===== config.mk =====
export PLATFORM = sky130hd
export DESIGN_NAME = run_ctrl
export DESIGN_NICKNAME = d
export VERILOG_FILES = /design/src/rtl/run_ctrl_pkg.sv /design/src/rtl/run_ctrl_edge_sync.sv /design/src/rtl/run_ctrl.sv
export SDC_FILE = /design/constraint.sdc
export NUM_CORES = 1
export LEC_CHECK = 0
export CORE_AREA = 2 2 111 102
export CTS_CLUSTER_SIZE = 30
export DETAILED_ROUTE_END_ITERATION = 10
export DIE_AREA = 0 0 113 104
export PLACE_DENSITY = 0.56
export SLEW_MARGIN = 20
export SYNTH_ARGS = -nofsm -noshare
export SYNTH_HDL_FRONTEND = slang
export SYNTH_SLANG_ARGS = --single-unit

===== constraint.sdc =====
create_clock -name clk -period 4.2 [get_ports clk]
set_clock_uncertainty 0.15 [all_clocks]
set_input_delay 0.84 -clock clk [delete_from_list [all_inputs] [get_ports clk]]
set_output_delay 0.84 -clock clk [all_outputs]
set_load 0.01 [all_outputs]

===== src/rtl/run_ctrl_pkg.sv =====
// Shared types and constants for the core run controller.
// Holds FSM states, halt causes and the self-loop instruction word.
package run_ctrl_pkg;

   typedef enum logic [1:0] {
      IDLE = 2'd0,
      RUN  = 2'd1,
      STEP = 2'd2,
      HALT = 2'd3
   } run_state_t;

   typedef enum logic [1:0] {
      CAUSE_NONE = 2'd0,
      CAUSE_EXT  = 2'd1,
      CAUSE_BP   = 2'd2,
      CAUSE_LOOP = 2'd3
   } halt_cause_t;

   // jal x0,0 : the core spins on itself
   localparam logic [31:0] HALT_INSTR = 32'h0000_006F;

endpackage


===== src/rtl/run_ctrl_edge_sync.sv =====
// Two-flop synchronizer with a rising-edge detector for a button level.
// rise is high for one cycle per low-to-high transition.
module edge_sync (
   input  logic clk,
   input  logic rst,
   input  logic din,
   output logic rise
);

   logic s1;
   logic s2;
   logic prev;

   always_ff @(posedge clk or posedge rst) begin
      if (rst) begin
         s1   <= 1'b0;
         s2   <= 1'b0;
         prev <= 1'b0;
      end else begin
         s1   <= din;
         s2   <= s1;
         prev <= s2;
      end
   end

   assign rise = s2 & ~prev;

endmodule


===== src/rtl/run_ctrl.sv =====
// Run controller for the single-cycle core: one commit enable gates
// PC update and all writes; supports run, step, halt, breakpoint.
module run_ctrl
   import run_ctrl_pkg::*;
#(
   parameter int ADDRESS_WIDTH = 32,
   parameter int DATA_WIDTH    = 32,
   parameter int CNT_WIDTH     = 32
) (
   input  logic                     clk,
   input  logic                     rst,
   input  logic                     trigger,
   input  logic                     step_req,
   input  logic                     halt_req,
   input  logic                     bp_en,
   input  logic [ADDRESS_WIDTH-1:0] bp_addr,
   input  logic [ADDRESS_WIDTH-1:0] pc,
   input  logic [DATA_WIDTH-1:0]    instr,
   output logic                     pc_en,
   output logic                     running,
   output logic                     halted,
   output logic [1:0]               halt_cause,
   output logic [CNT_WIDTH-1:0]     cycle_count
);

   localparam logic [DATA_WIDTH-1:0] HALT_WORD = DATA_WIDTH'(HALT_INSTR);

   run_state_t  state_q, state_d;
   halt_cause_t cause_q, cause_d;
   logic        skip_q, skip_d;
   logic        running_q;
   logic        halted_q;
   logic [CNT_WIDTH-1:0] cnt_q;

   logic trig_rise;
   logic step_rise;
   logic bp_hit;
   logic loop_hit;
   logic halt_now;

   edge_sync u_trig_sync (
      .clk  (clk),
      .rst  (rst),
      .din  (trigger),
      .rise (trig_rise)
   );

   edge_sync u_step_sync (
      .clk  (clk),
      .rst  (rst),
      .din  (step_req),
      .rise (step_rise)
   );

   // skip_bp lets a resume from a breakpoint commit that instruction once
   assign bp_hit   = bp_en & (pc == bp_addr) & ~skip_q;
   assign loop_hit = (instr == HALT_WORD);
   assign halt_now = halt_req | bp_hit | loop_hit;

   always_ff @(posedge clk or posedge rst) begin
      if (rst) begin
         state_q   <= IDLE;
         cause_q   <= CAUSE_NONE;
         skip_q    <= 1'b0;
         running_q <= 1'b0;
         halted_q  <= 1'b0;
      end else begin
         state_q   <= state_d;
         cause_q   <= cause_d;
         skip_q    <= skip_d;
         running_q <= (state_d == RUN);
         halted_q  <= (state_d == HALT);
      end
   end

   always_comb begin
      state_d = state_q;
      cause_d = cause_q;
      skip_d  = skip_q;
      unique case (state_q)
         IDLE: begin
            if (trig_rise) begin
               state_d = RUN;
            end else if (step_rise) begin
               state_d = STEP;
            end
         end
         RUN: begin
            skip_d = 1'b0;
            if (halt_now) begin
               state_d = HALT;
               if (halt_req) begin
                  cause_d = CAUSE_EXT;
               end else if (bp_hit) begin
                  cause_d = CAUSE_BP;
               end else begin
                  cause_d = CAUSE_LOOP;
               end
            end
         end
         STEP: begin
            if (halt_req) begin
               state_d = HALT;
               cause_d = CAUSE_EXT;
            end else begin
               state_d = IDLE;
            end
         end
         HALT: begin
            if (trig_rise && !halt_req) begin
               state_d = RUN;
               cause_d = CAUSE_NONE;
               skip_d  = 1'b1;
            end else if (step_rise) begin
               state_d = STEP;
               cause_d = CAUSE_NONE;
            end
         end
         default: begin
            state_d = IDLE;
         end
      endcase
   end

   always_comb begin
      pc_en = 1'b0;
      unique case (state_q)
         RUN:     pc_en = ~halt_now;
         STEP:    pc_en = ~halt_req;
         default: pc_en = 1'b0;
      endcase
   end

   always_ff @(posedge clk or posedge rst) begin
      if (rst) begin
         cnt_q <= '0;
      end else if (pc_en && (cnt_q != '1)) begin
         cnt_q <= cnt_q + 1'b1;
      end
   end

   assign running     = running_q;
   assign halted      = halted_q;
   assign halt_cause  = cause_q;
   assign cycle_count = cnt_q;

endmodule


==> results_dict.tcl, run 1 <==
set metrics [dict create \
    outcome "finished, violations left" \
    failed_checks "DRC" \
    netlist_area_mm2 0.00261 \
    cts_resized 0 \
    worstPathMaxFanout 3 \
    firstDrtPassIters 7 \
    coreArea_mm2 0.0106 \
    max-cap-violations 0 \
    power.leakage_nw 1.73 \
    drt_iter0_drc 83 \
    fp.dieH_um 104 \
    fin_util 0.405 \
    tightest_slew_ns 0.925 \
    final_common_cell "clkdlybuf4s50_1" \
    drt_wl_total_um 7760 \
    rsz0062_at_grt "no" \
    grt_pass1_wl_um 12900 \
    cts_max_level 2 \
    ir_worst_vdd_mv 0.197 \
    num_vias 2404 \
    area_growth_pct 65.2 \
    numPortBuffers 138 \
    drive_above_1_share 0.0447 \
    drc 5 \
    viasPerCell 4.49 \
    postCtsSetupBuffers 0 \
    synthSimpleGateAreaFrac 0.250 \
    cts_tree "built" \
    root_buffer "clkbuf_16" \
    hold-worst-slack_ns 0.197 \
    path_clk_slew_ns 0.06 \
    grt_pass1_vias 2507 \
    powerDensity_mw_per_mm2 364 \
    dp_cells 529 \
    ios 139 \
    num_antenna_cells 0 \
    critPathSlowestCell "clkdlybuf4s50_1" \
    layout_setup_ws_ns 0.0760 \
    syn_nets 364 \
    timing_worst_setup_path_type "primary input to primary output" \
    clk_path_buf_depth 2 \
    hp-class "register to register" \
    critPathArrivalTime_ns 3.13 \
    cp-end-kind "primary output" \
    syn-mean-instance-area_um2 10.1 \
    fp-row-count 36 \
    cp_cell_sequence "clkdlybuf4s50_1 -> xor2_1 -> a2111o_1 -> a2111o_1 -> o31ai_4 -> and2_1 -> nor2_1 -> clkdlybuf4s50_1" \
    start_util 0.245 \
    cpPeakStageDelay_ns 0.49 \
    synth_top_family_by_area "simple AND/OR/NAND/NOR gates" \
    die_w_um 113 \
    yosys_warnings 0 \
    worst-path-buf-inv 2 \
    synth_xor_area_frac 0.202 \
    place_hpwl_um 6420 \
    critical_path_required_ns 3.21 \
    drtAntennaViolNets 0 \
    numCtsBuffers 5 \
    netlist_instances 257 \
    maxSlewViolCount 0 \
    ys_seq_area_frac 0.432 \
    final.setup.tns_ns 0 \
    dpl_worst_slack_ns 0.0612 \
    max_clock_freq_mhz 242 \
    cts.sinks 45 \
    synth_compound_area_frac 0.0566 \
    setup_viol 0 \
    worst_path_dominant_cell_family "compound AO/OA/AOI/OAI gates" \
    wire_per_inst_um 14.5 \
    ctsHoldBuffers 0 \
    final_nets 510 \
    hold_viol_final 0 \
    synth.distinct_cells 41 \
    muxShareOfSynthArea 0.0158 \
    startpoint_type "primary input" \
    mostFrequentLayoutCells "clkdlybuf4s50_1, dfrtp_1, xor2_1, xnor2_1, nand2_1" \
    finalNonFillerCells 536 \
    ys_ff_latch 45 \
    antenna_found_initial 0 \
    grt_overflow 0 \
    relSlewSlack 0.383 \
    grt_max_degree 46 \
    grt_use_total 0.136 \
    gp_congestion 0.863 \
    die_area_mm2 0.0118 \
    yosys.area_share.adder 0.0240 \
    period_share 0.982 \
    clock_latency_ns 0.28 \
    period_needed_ns 4.12 \
]
## kinds of logic after synthesis
group	after synthesis
AOI/OAI and AO/OA	17
xor gates and xnor gates	60
adders and majority gates	5
buffers and inverters	12
DFF	45
muxes	3
and+or+nand+nor	115
## power by group
| group | switching [mW] | total (mW) | internal, mW |
|---|---|---|---|
| registers | 0.0770 | 0.577 | 0.500 |
| logic | 0.280 | 0.606 | 0.326 |
| clock network | 0.153 | 0.386 | 0.233 |
| total | 0.510 | 1.57 | 1.06 |
## metal layers
layer  up-vias  global-route usage  share of wire
met5         -                   0              0
met4         0              0.0235          0.011
met3         9              0.0297          0.041
met2        45               0.228           0.50
met1      1140               0.182           0.45
li1       1210                   -              -
## layout make-up
class	instances	area (um^2)
inverter	10	37.5
clock inverter	1	7.51
tap	133	166
sequential	45	1130
fill	1082	6320
timing repair buffer	141	1400
multi-input combinational	200	1430
clock buffer	6	139
## cells in the mapped netlist
cell / instances / area, um^2
mux2_2: 1 / 11.3
nand2_1: 19 / 71.3
xnor2_1: 24 / 210
or4b_1: 1 / 10.0
nor4b_1: 2 / 17.5
buf_2: 1 / 5.00
nand4_1: 14 / 87.6
nand4b_1: 1 / 8.76
o41a_1: 1 / 11.3
o21a_1: 1 / 7.51
nor2b_1: 1 / 6.26
nor3_1: 7 / 35.0
a211oi_1: 1 / 7.51
and2_0: 1 / 6.26
nor4_1: 15 / 93.8
xor2_1: 36 / 315
inv_1: 10 / 37.5
a21oi_2: 1 / 8.76
a31oi_1: 2 / 12.5
and2_1: 5 / 31.3
mux2_4: 2 / 30.0
and3_1: 11 / 68.8
nand3_1: 16 / 80.1
o31ai_4: 1 / 21.3
nor2_1: 9 / 33.8
buf_6: 1 / 11.3
a22oi_1: 1 / 7.51
nand3b_1: 2 / 15.0
o221ai_1: 1 / 8.76
nand2_4: 1 / 11.3
dfrtp_1: 45 / 1130
and4_1: 4 / 35.0
ha_1: 5 / 62.6
a221oi_1: 1 / 8.76
or3_2: 1 / 7.51
o41ai_1: 1 / 8.76
o21bai_1: 1 / 7.51
nand2b_1: 5 / 31.3
o21ai_0: 1 / 5.00
a2111o_1: 2 / 22.5
a21oi_1: 2 / 10.0
## worst paths after layout
kind	start	endpoint	slack [ns]	depth (start not counted)
setup / recovery	bp_addr[22]	pc_en	0.08	8
hold / removal	u_trig_sync.s1$_DFF_PP0_	u_trig_sync.s2$_DFF_PP0_	0.20	0
setup reg to reg	cycle_count[2]$_DFFE_PP0P_	cycle_count[1]$_DFFE_PP0P_	1.65	7
hold reg to reg	u_trig_sync.s1$_DFF_PP0_	u_trig_sync.s2$_DFF_PP0_	0.20	0
max in group asynchronous	rst	cycle_count[9]$_DFFE_PP0P_	2.37	2
min in group asynchronous	rst	cycle_count[26]$_DFFE_PP0P_	0.93	2
## registers in the layout (all words and copies together), names as in the netlist
name,flops
halted,1
u_step_sync.prev,1
skip_q,1
halt_cause,2
state_q,2
running,1
u_trig_sync.s1,1
cycle_count,32
u_step_sync.s2,1
u_trig_sync.prev,1
u_step_sync.s1,1
u_trig_sync.s2,1
## per-stage QoR
stage	cell area [um^2]	power, mW
detailed placement	4160	1.19
finish	4310	1.57
global placement	4160	1.19
global route	4310	1.68
CTS	4310	1.59
floorplan	2610	0.891
No activity file was read; power rests on OpenSTA's default activity.
==> inputs of run 2 (changes only) <==
--- a/config.mk
+++ b/config.mk
@@ -6,6 +6,7 @@
 export NUM_CORES = 1
 export LEC_CHECK = 0
 export CORE_AREA = 2 2 111 102
+export CTS_CLUSTER_DIAMETER = 150
 export CTS_CLUSTER_SIZE = 30
 export DETAILED_ROUTE_END_ITERATION = 10
 export DIE_AREA = 0 0 113 104
==> results of run 2 <==
No change in the layout: final DEF, timing and power equal those of run 1.
==> inputs of run 3 (changes only) <==
--- a/config.mk
+++ b/config.mk
@@ -5,6 +5,7 @@
 export SDC_FILE = /design/constraint.sdc
 export NUM_CORES = 1
 export LEC_CHECK = 0
+export ABC_CLOCK_PERIOD_IN_PS = 4200
 export CORE_AREA = 2 2 111 102
 export CTS_CLUSTER_DIAMETER = 150
 export CTS_CLUSTER_SIZE = 30
==> results of run 3 <==
No change in the layout: final DEF, timing and power equal those of run 1.
